==> config.mk <==
export PLATFORM = sky130hd
export DESIGN_NAME = sa_ctrl_flat
export DESIGN_NICKNAME = d
export VERILOG_FILES = /design/src/rtl/sa_ctrl_if.sv /design/src/rtl/sa_ctrl.sv /design/src/flat_wrapper.sv
export SDC_FILE = /design/constraint.sdc
export NUM_CORES = 1
export LEC_CHECK = 0
export BUFFER_PORTS_ARGS = -buffer_cell sky130_fd_sc_hd__buf_2
export CAP_MARGIN = 25
export CORE_MARGIN = 8
export CORE_UTILIZATION = 50
export CTS_BUF_LIST = sky130_fd_sc_hd__clkbuf_4
export CTS_CLUSTER_DIAMETER = 40
export DETAILED_ROUTE_END_ITERATION = 12
export MAX_ROUTING_LAYER = met4
export PLACE_DENSITY = 0.85
export SKIP_LAST_GASP = 1
export SLEW_MARGIN = 25
export SYNTH_ARGS = -nofsm -noshare
export SYNTH_HDL_FRONTEND = slang
export SYNTH_SLANG_ARGS = --single-unit
==> constraint.sdc <==
create_clock -name clk -period 2.7 [get_ports clk]
set_clock_uncertainty 0.2 [all_clocks]
set_input_delay 0.405 -clock clk [delete_from_list [all_inputs] [get_ports clk]]
set_output_delay 0.405 -clock clk [all_outputs]
set_load 0.1 [all_outputs]
==> src/rtl/sa_ctrl_if.sv <==
// sa_ctrl_if
// Purpose: stream handshakes around the systolic-array sequencer.
//   Input side : s_valid/s_last from the x/k source, s_ready back to it.
//   Output side: m_axis_valid/m_axis_last to the result sink, m_axis_ready back.
// Modports:
//   master - stimulus/sink side (drives s_valid, s_last, m_axis_ready)
//   slave  - sequencer side     (drives s_ready, m_axis_valid, m_axis_last)
interface sa_ctrl_if;
  logic s_valid;
  logic s_last;
  logic s_ready;
  logic m_axis_valid;
  logic m_axis_ready;
  logic m_axis_last;

  modport master (
    output s_valid, s_last, m_axis_ready,
    input  s_ready, m_axis_valid, m_axis_last
  );

  modport slave (
    input  s_valid, s_last, m_axis_ready,
    output s_ready, m_axis_valid, m_axis_last
  );
endinterface

==> src/rtl/sa_ctrl.sv <==
// sa_ctrl
// Purpose: control sequencer for an R x C systolic array of pe/mac cells.
//   Tracks accepted x/k beats through a P-stage valid/first/last pipeline,
//   drives the array-wide MAC enable and the per-diagonal (d = row+col)
//   m_valid/m_first/r_copy strobes, then drains each finished tile out of
//   the ro shift chain as an R-beat stream. Carries no data.
// Ports:
//   clk, rstn     clock; synchronous active-low reset
//   bus_if        sa_ctrl_if.slave: s_valid/s_last/s_ready in, m_axis_* out
//   en_mac_o      global MAC / skew-register enable
//   m_valid_o     per-diagonal beat valid        [D-1:0]
//   m_first_o     per-diagonal first-beat-of-tile [D-1:0]
//   r_copy_o      per-diagonal accumulator->ro copy [D-1:0]
//   en_shift_o    ro chain shift
//   busy_o        pipeline non-empty or a tile pending/draining
module sa_ctrl #(
  parameter int R  = 4,
  parameter int C  = 4,
  parameter int LM = 1,
  parameter int LA = 1
) (
  input  logic             clk,
  input  logic             rstn,
  sa_ctrl_if.slave         bus_if,
  output logic             en_mac_o,
  output logic [R+C-2:0]   m_valid_o,
  output logic [R+C-2:0]   m_first_o,
  output logic [R+C-2:0]   r_copy_o,
  output logic             en_shift_o,
  output logic             busy_o
);

  localparam int D  = R + C - 1;
  localparam int P  = D + LM + LA;
  localparam int CW = (R > 1) ? $clog2(R) : 1;

  typedef enum logic [1:0] {
    IDLE  = 2'd0,
    COPY  = 2'd1,
    DRAIN = 2'd2
  } state_e;

  state_e          state_q, state_d;
  logic [P-1:0]    v_q, v_d;
  logic [P-1:0]    l_q, l_d;
  // The first flag is only consumed at the diagonal taps, so it stops at D.
  logic [D-1:0]    f_q, f_d;
  logic            first_q, first_d;
  logic            pend_q, pend_d;
  logic [CW-1:0]   cnt_q, cnt_d;

  logic            s_ready_s;
  logic            acc_s;
  logic            en_mac_s;
  logic [D-1:0]    r_copy_s;
  logic            drain_s;
  logic            hs_s;
  logic            last_beat_s;
  logic            drain_done_s;

  // A tile end is held off until the previous tile has left the ro chain;
  // this is the only guard, the array itself never stalls.
  assign s_ready_s    = ~(bus_if.s_last & pend_q);
  assign acc_s        = bus_if.s_valid & s_ready_s;
  assign en_mac_s     = acc_s | (|v_q);
  // A last beat reaching stage d+LM+LA means diagonal d has its final sum.
  assign r_copy_s     = {D{en_mac_s}} & v_q[P-1:LM+LA] & l_q[P-1:LM+LA];
  assign drain_s      = (state_q == DRAIN);
  assign hs_s         = drain_s & bus_if.m_axis_ready;
  assign last_beat_s  = drain_s & (cnt_q == CW'(R - 1));
  assign drain_done_s = hs_s & last_beat_s;

  // Pipeline next state: shift by one stage on every enabled cycle.
  always_comb begin
    v_d = v_q;
    l_d = l_q;
    f_d = f_q;
    if (en_mac_s) begin
      v_d[0] = acc_s;
      l_d[0] = acc_s & bus_if.s_last;
      f_d[0] = acc_s & first_q;
      for (int i = 1; i < P; i++) begin
        v_d[i] = v_q[i-1];
        l_d[i] = l_q[i-1];
      end
      for (int i = 1; i < D; i++) begin
        f_d[i] = f_q[i-1];
      end
    end else begin
      v_d = v_q;
      l_d = l_q;
      f_d = f_q;
    end
  end

  // Tile bookkeeping: first-beat flag and pending-drain flag.
  always_comb begin
    first_d = first_q;
    pend_d  = pend_q;
    if (acc_s) begin
      first_d = bus_if.s_last;
    end else begin
      first_d = first_q;
    end
    if (acc_s & bus_if.s_last) begin
      pend_d = 1'b1;
    end else if (drain_done_s) begin
      pend_d = 1'b0;
    end else begin
      pend_d = pend_q;
    end
  end

  // Drain FSM next state and beat counter.
  always_comb begin
    state_d = state_q;
    cnt_d   = cnt_q;
    case (state_q)
      IDLE: begin
        if (r_copy_s[0]) begin
          state_d = (D == 1) ? DRAIN : COPY;
        end else begin
          state_d = IDLE;
        end
      end
      COPY: begin
        if (r_copy_s[D-1]) begin
          state_d = DRAIN;
        end else begin
          state_d = COPY;
        end
      end
      DRAIN: begin
        if (drain_done_s) begin
          state_d = IDLE;
          cnt_d   = {CW{1'b0}};
        end else if (hs_s) begin
          cnt_d   = cnt_q + CW'(1);
        end else begin
          cnt_d   = cnt_q;
        end
      end
      default: begin
        state_d = IDLE;
        cnt_d   = {CW{1'b0}};
      end
    endcase
  end

  // State registers with synchronous active-low reset.
  always_ff @(posedge clk) begin
    if (!rstn) begin
      state_q <= IDLE;
      v_q     <= {P{1'b0}};
      l_q     <= {P{1'b0}};
      f_q     <= {D{1'b0}};
      first_q <= 1'b1;
      pend_q  <= 1'b0;
      cnt_q   <= {CW{1'b0}};
    end else begin
      state_q <= state_d;
      v_q     <= v_d;
      l_q     <= l_d;
      f_q     <= f_d;
      first_q <= first_d;
      pend_q  <= pend_d;
      cnt_q   <= cnt_d;
    end
  end

  assign en_mac_o            = en_mac_s;
  assign m_valid_o           = v_q[D-1:0];
  assign m_first_o           = v_q[D-1:0] & f_q;
  assign r_copy_o            = r_copy_s;
  // Beat 0 is the copied bottom row itself, so shifting only follows a handshake.
  assign en_shift_o          = hs_s;
  assign busy_o              = (|v_q) | pend_q;
  assign bus_if.s_ready      = s_ready_s;
  assign bus_if.m_axis_valid = drain_s;
  assign bus_if.m_axis_last  = last_beat_s;

endmodule

==> src/flat_wrapper.sv <==
// flat-port wrapper written by rule: the top's interface ports become plain ports
module sa_ctrl_flat 
#(
  parameter int R  = 4,
  parameter int C  = 4,
  parameter int LM = 1,
  parameter int LA = 1
)
  (clk, rstn, en_mac_o, m_valid_o, m_first_o, r_copy_o, en_shift_o, busy_o, bus_if_s_valid, bus_if_s_last, bus_if_m_axis_ready, bus_if_s_ready, bus_if_m_axis_valid, bus_if_m_axis_last);
  sa_ctrl_if bus_if_i ();
  input  logic clk;
  input  logic rstn;
  output logic en_mac_o;
  output logic [R+C-2:0] m_valid_o;
  output logic [R+C-2:0] m_first_o;
  output logic [R+C-2:0] r_copy_o;
  output logic en_shift_o;
  output logic busy_o;
  input wire logic [$bits(bus_if_i.s_valid)-1:0] bus_if_s_valid;
  input wire logic [$bits(bus_if_i.s_last)-1:0] bus_if_s_last;
  input wire logic [$bits(bus_if_i.m_axis_ready)-1:0] bus_if_m_axis_ready;
  output wire logic [$bits(bus_if_i.s_ready)-1:0] bus_if_s_ready;
  output wire logic [$bits(bus_if_i.m_axis_valid)-1:0] bus_if_m_axis_valid;
  output wire logic [$bits(bus_if_i.m_axis_last)-1:0] bus_if_m_axis_last;
  assign bus_if_i.s_valid = bus_if_s_valid;
  assign bus_if_i.s_last = bus_if_s_last;
  assign bus_if_i.m_axis_ready = bus_if_m_axis_ready;
  assign bus_if_s_ready = bus_if_i.s_ready;
  assign bus_if_m_axis_valid = bus_if_i.m_axis_valid;
  assign bus_if_m_axis_last = bus_if_i.m_axis_last;
  sa_ctrl #(.R(R), .C(C), .LM(LM), .LA(LA)) u_core (.clk(clk), .rstn(rstn), .bus_if(bus_if_i), .en_mac_o(en_mac_o), .m_valid_o(m_valid_o), .m_first_o(m_first_o), .r_copy_o(r_copy_o), .en_shift_o(en_shift_o), .busy_o(busy_o));
endmodule
Yosys cells after proc, flatten, opt, wreduce, memory -nomap -nowiden
Cells that the tools add are included.
- register bits: 31
- input port bits: 5
- word-level logic and storage cells: 41
- output and inout bits: 27
- mux-type cells: 9
- add/sub/neg operators: 1
- reduce and logical (&&, ||, !) cells: 5
- eq/ne operators: 5
- bitwise gates (word level): 14
- operators with widths (cell ; count):
    7-bit bitwise AND ; 3
    9-bit OR reduction ; 1
    2-bit 2-to-1 mux ; 4
    1-bit bitwise AND ; 7
    2-bit case mux with 3 select lines ; 1
    2-bit equality test, second input constant ; 2
    2-bit case mux with 2 select lines ; 1
    1-bit 2-to-1 mux ; 3
    3-bit inequality test, second input constant ; 1
    2-bit by 1-bit adder with 2-bit output, second input constant ; 1
    2-bit by 1-bit equality test with 1-bit output, second input constant ; 1
    2-bit zero test ; 1
    2-bit inequality test, second input constant ; 1
    1-bit NOT ; 2
    1-bit bitwise OR ; 2
    2-bit AND reduction ; 1
    2-bit nonzero test ; 1
    2-bit OR reduction ; 1

Logic depth before layout (Yosys ltp)
Gate-level depths: netlist (run 1).
- word-level depth: 8
- depth in mapped cells: 4
- mapped depth without buffers: 4

Worst setup path after synthesis (run 1)
Ideal clock, no wire load.
- path type: reg-to-output
- start: register u_core.state_q[1]
- end: output port bus_if_m_axis_last
- arrival time: 2.665 ns
- cell stages (with the launch flop): 3
- slack: -0.570 ns
- path buffers: 0
- required time: 2.095 ns
- cell sequence: dfxtp_1 -> nor2b_1 -> and2_1
- cells in the longest elaborated chain, start to end: 2
- RTL lines (item ; RTL line ; source):
    from (decl) ; sa_ctrl.sv:43 ; state_e state_q, state_d;
    from (signal assigned) ; sa_ctrl.sv:161 ; state_q <= state_d;
    2-bit equality test ; sa_ctrl.sv:68 ; assign drain_s = (state_q == DRAIN);
    net bus_if_m_axis_valid ; flat_wrapper.sv:23 ; output wire logic [$bits(bus_if_i.m_axis_valid)-1:0] bus_if_m_axis_valid;
    1-bit bitwise AND ; sa_ctrl.sv:70 ; assign last_beat_s = drain_s & (cnt_q == CW'(R - 1));
    to (decl) ; flat_wrapper.sv:24 ; output wire logic [$bits(bus_if_i.m_axis_last)-1:0] bus_if_m_axis_last;
The timed path passes the listed nets, and every way through them passes these cells.

Worst setup path in the final report (run 1)
- start: register u_core.v_q[1]
- end: output port en_mac_o
- cells in the longest elaborated chain, start to end: 2
- RTL lines (item ; RTL line ; source):
    from (decl) ; sa_ctrl.sv:44 ; logic [P-1:0] v_q, v_d;
    from (signal assigned) ; sa_ctrl.sv:154 ; v_q <= {P{1'b0}};
    from (signal assigned) ; sa_ctrl.sv:162 ; v_q <= v_d;
    9-bit OR reduction ; sa_ctrl.sv:65 ; assign en_mac_s = acc_s | (|v_q);
    1-bit bitwise OR ; sa_ctrl.sv:65 ;
    to (decl) ; flat_wrapper.sv:13 ; output logic en_mac_o;
No other way between the ends.

==> impl_metrics.json, run 1 <==
{
  "drtIter0Drc": 22,
  "start_kind": "flip-flop",
  "synth_nets": 136,
  "postSynthCellCount": 130,
  "ctsResizeCount": 0,
  "die-height_um": 66.6,
  "cts_buffers": 5,
  "max_stage_delay_ns": 0.42,
  "h-tree-depth": 2,
  "antenna_found_initial": 0,
  "combPwrFrac": 0.137,
  "drive_above_1_share": 0.266,
  "netSwitchingPower_mw": 0.242,
  "yosysWarnings": 0,
  "ys_seq_area_frac": 0.485,
  "maxCapViolCount": 0,
  "grt_max_degree": 28,
  "yosys.area_share.adder": 0.00978,
  "synth_compound_area_frac": 0.0596,
  "diodes": 0,
  "status": "complete, no violations",
  "dpl_cell_area_um2": 1400,
  "grt_overflow": 0,
  "grt_pass1_wl_um": 4290,
  "endpoint_kind": "output port",
  "slew_headroom": 0.672,
  "yosys.area_share.simple": 0.267,
  "swShare": 0.287,
  "whs_path_depth": 3,
  "wl_um": 2560,
  "yosysUniqueCellTypes": 27,
  "seqPwrFrac": 0.561,
  "clkTransAtPathRegs_ns": 0.08,
  "ioPinCount": 32,
  "preCtsSetupSlack_ns": 0.565,
  "clock-sinks": 31,
  "fmax_ghz": 0.412,
  "setup_viol": 0,
  "holdWs_ns": 0.192,
  "globalRouteTotalUtil": 0.133,
  "initial_core_util": 0.521,
  "clkPwrFrac": 0.302,
  "period_needed_ns": 2.43,
  "hold_viol": 0,
  "r2r_cells": 3,
  "required_ns": 2.10,
  "dpl.hpwl_um": 1980,
  "dieArea_um2": 4430,
  "post_cts_buffers": 0,
  "gp_congestion": 0.771,
  "maxSlewViolCount": 0,
  "synth_xor_area_frac": 0,
  "ys_ff_latch": 31,
  "ant_nets": 0,
  "die_x_um": 66.6,
  "tritoncts": "done",
  "crit_type": "reg -> out",
  "muxShareOfSynthArea": 0.117,
  "fin_setup_tns_ns": 0,
  "power_density_nw_per_um2": 580,
  "nets": 163,
  "fin_crit_sh": 0.899,
  "syn_to_final_growth_pct": 13.6,
  "p_leak_nw": 0.716,
  "grt_pass1_vias": 976,
  "clock_path_buffers": 2,
  "tightest_slew_ns": 0.496,
  "cp_slowest_cell": "buf_2",
  "core_area_um2": 2450,
  "rows": 18,
  "rsz0062_at_grt": "false",
  "synth_top_family_by_area": "simple AND/OR/NAND/NOR gates",
  "cts_root_buffer": "clkbuf_4",
  "vias_per_cell": 5.07,
  "drc": 0,
  "peakVddDrop_mv": 0.393,
  "port_buffers": 31,
  "cp_cell_sequence": "nor4_4 > nand4_4 > buf_2",
  "via_count": 954,
  "finalInstanceArea_um2": 1450,
  "hold_path_class": "in -> reg",
  "layout_setup_ws_ns": 0.272,
  "syn-cell-area_um2": 1280,
  "insertion_delay_ns": 0.32,
  "cp.arrival_ns": 1.82,
  "dp_cells": 180,
  "instances_no_fill": 188,
  "crit_fanout": 15,
  "cts_hold_buf": 0,
  "p_int_mw": 0.602,
  "drtPass1Iterations": 4,
  "synth_area_per_cell_um2": 9.85,
  "routedWlPerCell_um": 13.6
}
## flip-flops by register name (all words and copies together), names as in the netlist
| register | count |
|---|---|
| u_core.l_q | 9 |
| u_core.v_q | 9 |
| u_core.f_q | 7 |
| u_core.cnt_q | 2 |
| u_core.state_q | 2 |
| u_core.first_q | 1 |
| u_core.pend_q | 1 |
## cell families after synthesis
| logic type | Yosys count |
|---|---|
| and+or+nand+nor | 61 |
| AOI/OAI and AO/OA | 10 |
| adders and majority gates | 1 |
| DFF | 31 |
| muxes | 15 |
| buffers and inverters | 12 |
## worst paths after layout
check	start	to	slack, ns
max	u_core.v_q[1]$_SDFFE_PN0N_	en_mac_o	0.27
min	bus_if_s_last	u_core.first_q$_SDFFE_PN1N_	0.19
max reg2reg	u_core.v_q[1]$_SDFFE_PN0N_	u_core.f_q[1]$_SDFFE_PN0N_	1.08
min reg2reg	u_core.l_q[4]$_SDFFE_PN0N_	u_core.l_q[4]$_SDFFE_PN0N_	0.28
## cell usage after synthesis, drive strengths merged
| cell | n | area (um2) |
|---|---|---|
| and2 | 23 | 144 |
| a21oi | 2 | 10.0 |
| clkbuf | 3 | 11.3 |
| nand2 | 19 | 71.3 |
| nor4 | 2 | 27.5 |
| a21bo | 1 | 10.0 |
| and3b | 1 | 8.76 |
| nand3 | 1 | 5.00 |
| nand4 | 1 | 21.3 |
| a2bb2o | 1 | 10.0 |
| a311oi | 1 | 8.76 |
| nor2b | 1 | 6.26 |
| mux2i | 15 | 150 |
| nor3 | 1 | 5.00 |
| a22oi | 2 | 15.0 |
| nand2b | 1 | 6.26 |
| o21ai | 1 | 5.00 |
| a21boi | 1 | 7.51 |
| a32o | 1 | 10.0 |
| nor2 | 9 | 33.8 |
| buf | 8 | 63.8 |
| dfxtp | 31 | 621 |
| and3 | 2 | 12.5 |
| ha | 1 | 12.5 |
| inv | 1 | 3.75 |
## worst max-delay path, delay by kind of cell, from the launching register on
| kind | cells | cell delay [ns] |
|---|---|---|
| buffers and inverters | 1 | 0.42 |
| flip-flops | 1 | 0.35 |
| AND/OR/NAND/NOR | 2 | 0.72 |
## power by group through the flow
stage                     combinational (mW)  clock [mW]  sequential (mW)
final                                  0.116       0.255            0.474
after global routing                   0.122       0.289            0.475
after CTS                              0.116       0.266            0.474
after detailed placement               0.116           0            0.484
after global placement                 0.115           0            0.484
after floorplan                        0.105           0            0.483
## through the flow
stage | utilization | total power, mW
2_1_floorplan | - | 0.587
3_3_place_gp | 0.571 | 0.598
3_5_place_dp | 0.571 | 0.600
4_1_cts | 0.592 | 0.855
5_1_grt | 0.592 | 0.886
6_report | 0.592 | 0.844
## cell type report
type	count	area [um2]
Fill cell	221	1000
Sequential cell	31	621
Multi-Input combinational cell	87	584
Timing Repair Buffer	31	155
Clock buffer	6	45.0
Tap cell	30	37.5
Clock inverter	2	7.51
Inverter	1	3.75
## cell usage in the layout (no fill, tap or decap), types with 2 or more instances in the layout
| master | n |
|---|---|
| dfxtp_1 | 31 |
| buf_2 | 31 |
| mux2i_1 | 15 |
| nand2_1 | 19 |
| clkinv_1 | 2 |
| nor2_1 | 9 |
| a21oi_1 | 2 |
| and3_1 | 2 |
| a22oi_1 | 2 |
| and2_1 | 22 |
| clkbuf_4 | 6 |
## layer usage
metal  wire length (um)  global-route usage
met1               1080               0.133
met2               1270               0.209
met4                 72              0.0720
met5                  0                   -
met3                139              0.0638
(Power assumes the default switching activity.)
==> run 2: changes to the inputs <==
==> constraint.sdc (replaced) <==
create_clock -name clk -period 2.45 [get_ports clk]
set_clock_uncertainty 0.2 [all_clocks]
set_input_delay 0.3675 -clock clk [delete_from_list [all_inputs] [get_ports clk]]
set_output_delay 0.3675 -clock clk [all_outputs]
set_load 0.1 [all_outputs]
==> run 2 against run 1 <==
Effect of this change: sequential share of layout area is 0.22 points lower; cell count grew 0.53%; routed wire length rose by 5.5%; flip-flop and latch count did not move; critical path depth is 1 higher; worst setup slack got worse by 0.021 ns; critical endpoint is now busy_o; sequential power rose by 10%; critical path type unchanged; cell area rose by 0.52%; global-route usage is essentially flat; largest power group unchanged.
==> impl_metrics.json, run 2 (synthesized netlist as in run 1, its figures left out) <==
{
  "maxSlewViolCount": 0,
  "grt_pass1_vias": 955,
  "grt_pass1_wl_um": 4320,
  "drtIter0Drc": 19,
  "diodes": 0,
  "slew_headroom": 0.667,
  "final_cell_mix": "buf_2 (31), dfxtp_1 (31), and2_1 (22)",
  "insertion_delay_ns": 0.32,
  "die-height_um": 66.6,
  "port_buffers": 31,
  "fmax_ghz": 0.455,
  "p_total_mw": 0.933,
  "crit_type": "reg -> out",
  "rows": 18,
  "syn_to_final_growth_pct": 14.2,
  "status": "complete, no violations",
  "fillers": 219,
  "cp.arrival_ns": 1.63,
  "wl_um": 2700,
  "h-tree-depth": 2,
  "vias_per_cell": 5.06,
  "busiest_layer": "met2",
  "cts_hold_buf": 0,
  "period_needed_ns": 2.20,
  "dieArea_um2": 4430,
  "endpoint_kind": "output port",
  "use_met3": 0.0487,
  "ioPinCount": 32,
  "antenna_found_initial": 0,
  "grt_overflow": 0,
  "post-route-util": 0.595,
  "met1_usage": 0.127,
  "reg_top3": "u_core.l_q: 9 flops, u_core.v_q: 9 flops, u_core.f_q: 7 flops",
  "hold_viol": 0,
  "clock_path_buffers": 2,
  "cts_root_buffer": "clkbuf_4",
  "required_ns": 1.88,
  "cts_buffers": 5,
  "hold_path_class": "in -> reg",
  "clock-sinks": 31,
  "core_area_um2": 2450,
  "ant_nets": 0,
  "tightest_slew_ns": 0.502,
  "nets": 164,
  "peakVddDrop_mv": 0.448,
  "start_kind": "flip-flop",
  "tritoncts": "done",
  "dpl.hpwl_um": 2080,
  "gp_congestion": 0.758,
  "clkTransAtPathRegs_ns": 0.09,
  "initial_core_util": 0.521,
  "fin_crit_sh": 0.898,
  "routedWlPerCell_um": 14.3,
  "setup_viol": 0,
  "fin_setup_tns_ns": 0,
  "rsz0062_at_grt": "false",
  "grt_max_degree": 28,
  "drc": 0,
  "via_count": 956,
  "p_leak_nw": 0.721,
  "ctsResizeCount": 0,
  "power_density_nw_per_um2": 639,
  "drtPass1Iterations": 4,
  "crit_fanout": 4,
  "post_cts_buffers": 0,
  "die_x_um": 66.6,
  "maxCapViolCount": 0,
  "drive_above_1_share": 0.270,
  "globalRouteTotalUtil": 0.133,
  "met2_usage": 0.228
}
## run 2: cell count changes in the layout (fill, tap and decap cells not counted)
cell,delta
buf_4,+1
## run 2: report_power, final
| group | internal (mW) | switching (mW) |
|---|---|---|
| logic | 0.0332 | 0.0973 |
| clock network | 0.117 | 0.164 |
| registers | 0.515 | 0.00731 |
| total | 0.665 | 0.268 |
## run 2: through the flow
stage | hold slack [ns] | setup WS (ns) | instances | area [um2]
3_3_place_gp | 0.243 | 0.619 | 181 | 1410
5_1_grt | 0.140 | 0.115 | 189 | 1460
6_report | 0.135 | 0.251 | 189 | 1460
4_1_cts | 0.122 | 0.232 | 189 | 1460
3_5_place_dp | 0.247 | 0.601 | 181 | 1410
2_1_floorplan | 0.230 | 0.0307 | 130 | 1280
## run 2: final cells by class
class | instances | area, um2 | share of cell area
Clock buffer | 6 | 45.0 | 0.0308
Clock inverter | 2 | 7.51 | 0.00514
Inverter | 1 | 3.75 | 0.00257
Multi-Input combinational cell | 87 | 584 | 0.400
Sequential cell | 31 | 621 | 0.425
Tap cell | 30 | 37.5 | 0.0257
Timing Repair Buffer | 32 | 163 | 0.111
## run 2: layer usage
layer	share of wire	up-vias	wire length [um]
li1	-	490	-
met1	0.40	438	1080
met2	0.53	24	1420
met3	0.060	4	163
met4	0.014	0	38
met5	0	-	0
## run 2: worst max-delay path, stage by stage, from the launching register on
cell	delay, ns
dfxtp_1	0.36
nor4_4	0.35
and3_1	0.25
nand2b_1	0.06
buf_2	0.29
## run 2: path summary, 6_finish.rpt
kind | from | end | slack (ns) | cells after the start
setup / recovery | u_core.v_q[1]$_SDFFE_PN0N_ | busy_o | 0.25 | 4
hold / removal | bus_if_s_last | u_core.first_q$_SDFFE_PN1N_ | 0.14 | 3
setup reg to reg | u_core.v_q[1]$_SDFFE_PN0N_ | u_core.f_q[1]$_SDFFE_PN0N_ | 0.88 | 4
hold reg to reg | u_core.f_q[6]$_SDFFE_PN0N_ | u_core.f_q[6]$_SDFFE_PN0N_ | 0.26 | 2
==> run 3: changes to the inputs <==
==> constraint.sdc (replaced) <==
create_clock -name clk -period 2.4 [get_ports clk]
set_clock_uncertainty 0.2 [all_clocks]
set_input_delay 0.36 -clock clk [delete_from_list [all_inputs] [get_ports clk]]
set_output_delay 0.36 -clock clk [all_outputs]
set_load 0.1 [all_outputs]
==> run 3 against run 2 <==
Effect of this change: largest cell class unchanged; combinational power hardly changed; highest routed layer unchanged; non-clock buffer count unchanged; first-iteration DRC count fell by 26%; cell count did not move.
==> impl_metrics.json, run 3 (synthesized netlist as in run 1, its figures left out) <==
{
  "rsz0062_at_grt": "false",
  "cts_hold_buf": 0,
  "cp.arrival_ns": 1.65,
  "maxCapViolCount": 0,
  "syn_to_final_growth_pct": 14.6,
  "clock-sinks": 31,
  "start_kind": "flip-flop",
  "hold_viol": 0,
  "hold_path_class": "in -> reg",
  "critPathBufInv": 1,
  "r2r_start": "u_core.v_q[7]$_SDFFE_PN0N_",
  "peakVddDrop_mv": 0.413,
  "antenna_found_initial": 0,
  "reg_top3": "u_core.l_q: 9 flops, u_core.v_q: 9 flops, u_core.f_q: 7 flops",
  "vias_per_cell": 5.20,
  "endpoint_kind": "output port",
  "cp_slowest_cell": "nor3_1",
  "globalRouteTotalUtil": 0.135,
  "ctsResizeCount": 0,
  "drtIter0Drc": 14,
  "slew_headroom": 0.668,
  "ant_nets": 0,
  "insertion_delay_ns": 0.33,
  "fin_setup_tns_ns": 0,
  "drive_above_1_share": 0.270,
  "r2r_cells": 4,
  "crit_end": "busy_o",
  "fmax_ghz": 0.452,
  "diodes": 0,
  "clkTransAtPathRegs_ns": 0.09,
  "status": "complete, no violations",
  "ioPinCount": 32,
  "grt_overflow": 0,
  "dp_cells": 181,
  "power_density_nw_per_um2": 653,
  "setup_viol": 0,
  "crit_fanout": 3,
  "final_cell_mix": "buf_2 (31), dfxtp_1 (31), and2_1 (22)",
  "rows": 18,
  "wl_um": 2660,
  "maxSlewViolCount": 0,
  "drc": 0,
  "tightest_slew_ns": 0.501,
  "rr_endpoint": "u_core.f_q[6]$_SDFFE_PN0N_",
  "crit_type": "reg -> out",
  "period_needed_ns": 2.21,
  "crit_cells": 4,
  "dieArea_um2": 4430,
  "nets": 164,
  "grt_pass1_vias": 982,
  "post_cts_buffers": 0,
  "drtPass1Iterations": 3,
  "dpl.hpwl_um": 2050,
  "max_stage_delay_ns": 0.37,
  "cts_buffers": 5,
  "via_count": 982,
  "grt_max_degree": 28,
  "crit_start": "u_core.v_q[7]$_SDFFE_PN0N_",
  "tritoncts": "done",
  "cp_cell_sequence": "nor3_1 > and3_1 > nand2b_1 > buf_2",
  "required_ns": 1.84,
  "instances_no_fill": 189,
  "p_total_mw": 0.957,
  "gp_congestion": 0.820,
  "clock_path_buffers": 2,
  "h-tree-depth": 2,
  "port_buffers": 31,
  "grt_pass1_wl_um": 4370,
  "critPathTopFamily": "simple AND/OR/NAND/NOR gates",
  "routedWlPerCell_um": 14.1,
  "initial_core_util": 0.521,
  "regToRegSetupSlack_ns": 0.86,
  "fin_crit_sh": 0.923,
  "die_x_um": 66.6,
  "die-height_um": 66.6,
  "core_area_um2": 2450,
  "cts_root_buffer": "clkbuf_4",
  "p_leak_nw": 0.721
}
==> run 3: cell count changes in the layout (fill, tap and decap cells not counted) <==
| cell | delta |
|---|---|
| nor2b_2 | -1 |
| nor2b_4 | +1 |
==> run 3: cell type report <==
cell class / count / area [um2]
fillers: 220 / 988
flip-flops and latches: 31 / 621
multi-input cells: 87 / 589
repair buffers: 32 / 163
clock buffers: 6 / 45.0
well taps: 30 / 37.5
clock inverters: 2 / 7.51
inverters: 1 / 3.75
==> run 3: worst min-delay path by stage <==
stage,startpoint,endpoint,slack (ns),cells after the start
after floorplan,u_core.f_q[6]$_SDFFE_PN0N_,u_core.f_q[6]$_SDFFE_PN0N_,0.23,2
after global routing,bus_if_s_last,u_core.first_q$_SDFFE_PN1N_,0.13,3
after global placement,u_core.f_q[6]$_SDFFE_PN0N_,u_core.f_q[6]$_SDFFE_PN0N_,0.25,2
final,bus_if_s_last,u_core.first_q$_SDFFE_PN1N_,0.12,3
after CTS,bus_if_s_last,u_core.first_q$_SDFFE_PN1N_,0.11,3
after detailed placement,u_core.l_q[1]$_SDFFE_PN0N_,u_core.l_q[1]$_SDFFE_PN0N_,0.26,2
==> run 3: through the flow <==
| stage | instance area [um2] | worst slack (ns) | utilization | hold slack [ns] |
|---|---|---|---|---|
| finish | 1470 | 0.186 | 0.597 | 0.117 |
| global placement | 1410 | 0.574 | 0.576 | 0.245 |
| floorplan | 1290 | 0.336 | - | 0.230 |
| detailed placement | 1410 | 0.546 | 0.576 | 0.262 |
| CTS | 1470 | 0.175 | 0.597 | 0.113 |
| global route | 1470 | 0.0994 | 0.597 | 0.134 |
==> run 3: layer usage <==
layer | wire [um] | vias up | track usage
li1 | - | 494 | -
met1 | 1120 | 456 | 0.130
met2 | 1270 | 23 | 0.216
met3 | 179 | 9 | 0.0621
met4 | 93 | 0 | 0.0827
met5 | 0 | - | -
==> run 3: report_power, final <==
part | switching, mW | internal [mW]
Combinational | 0.0988 | 0.0338
Sequential | 0.00763 | 0.525
Clock | 0.172 | 0.120
Total | 0.279 | 0.679
==> run 3: worst register-to-register path: stages, from the launching register on <==
cell,delay [ns]
dfxtp_1,0.33
nor3_1,0.37
nand4_4,0.15
buf_4,0.24
mux2i_1,0.14
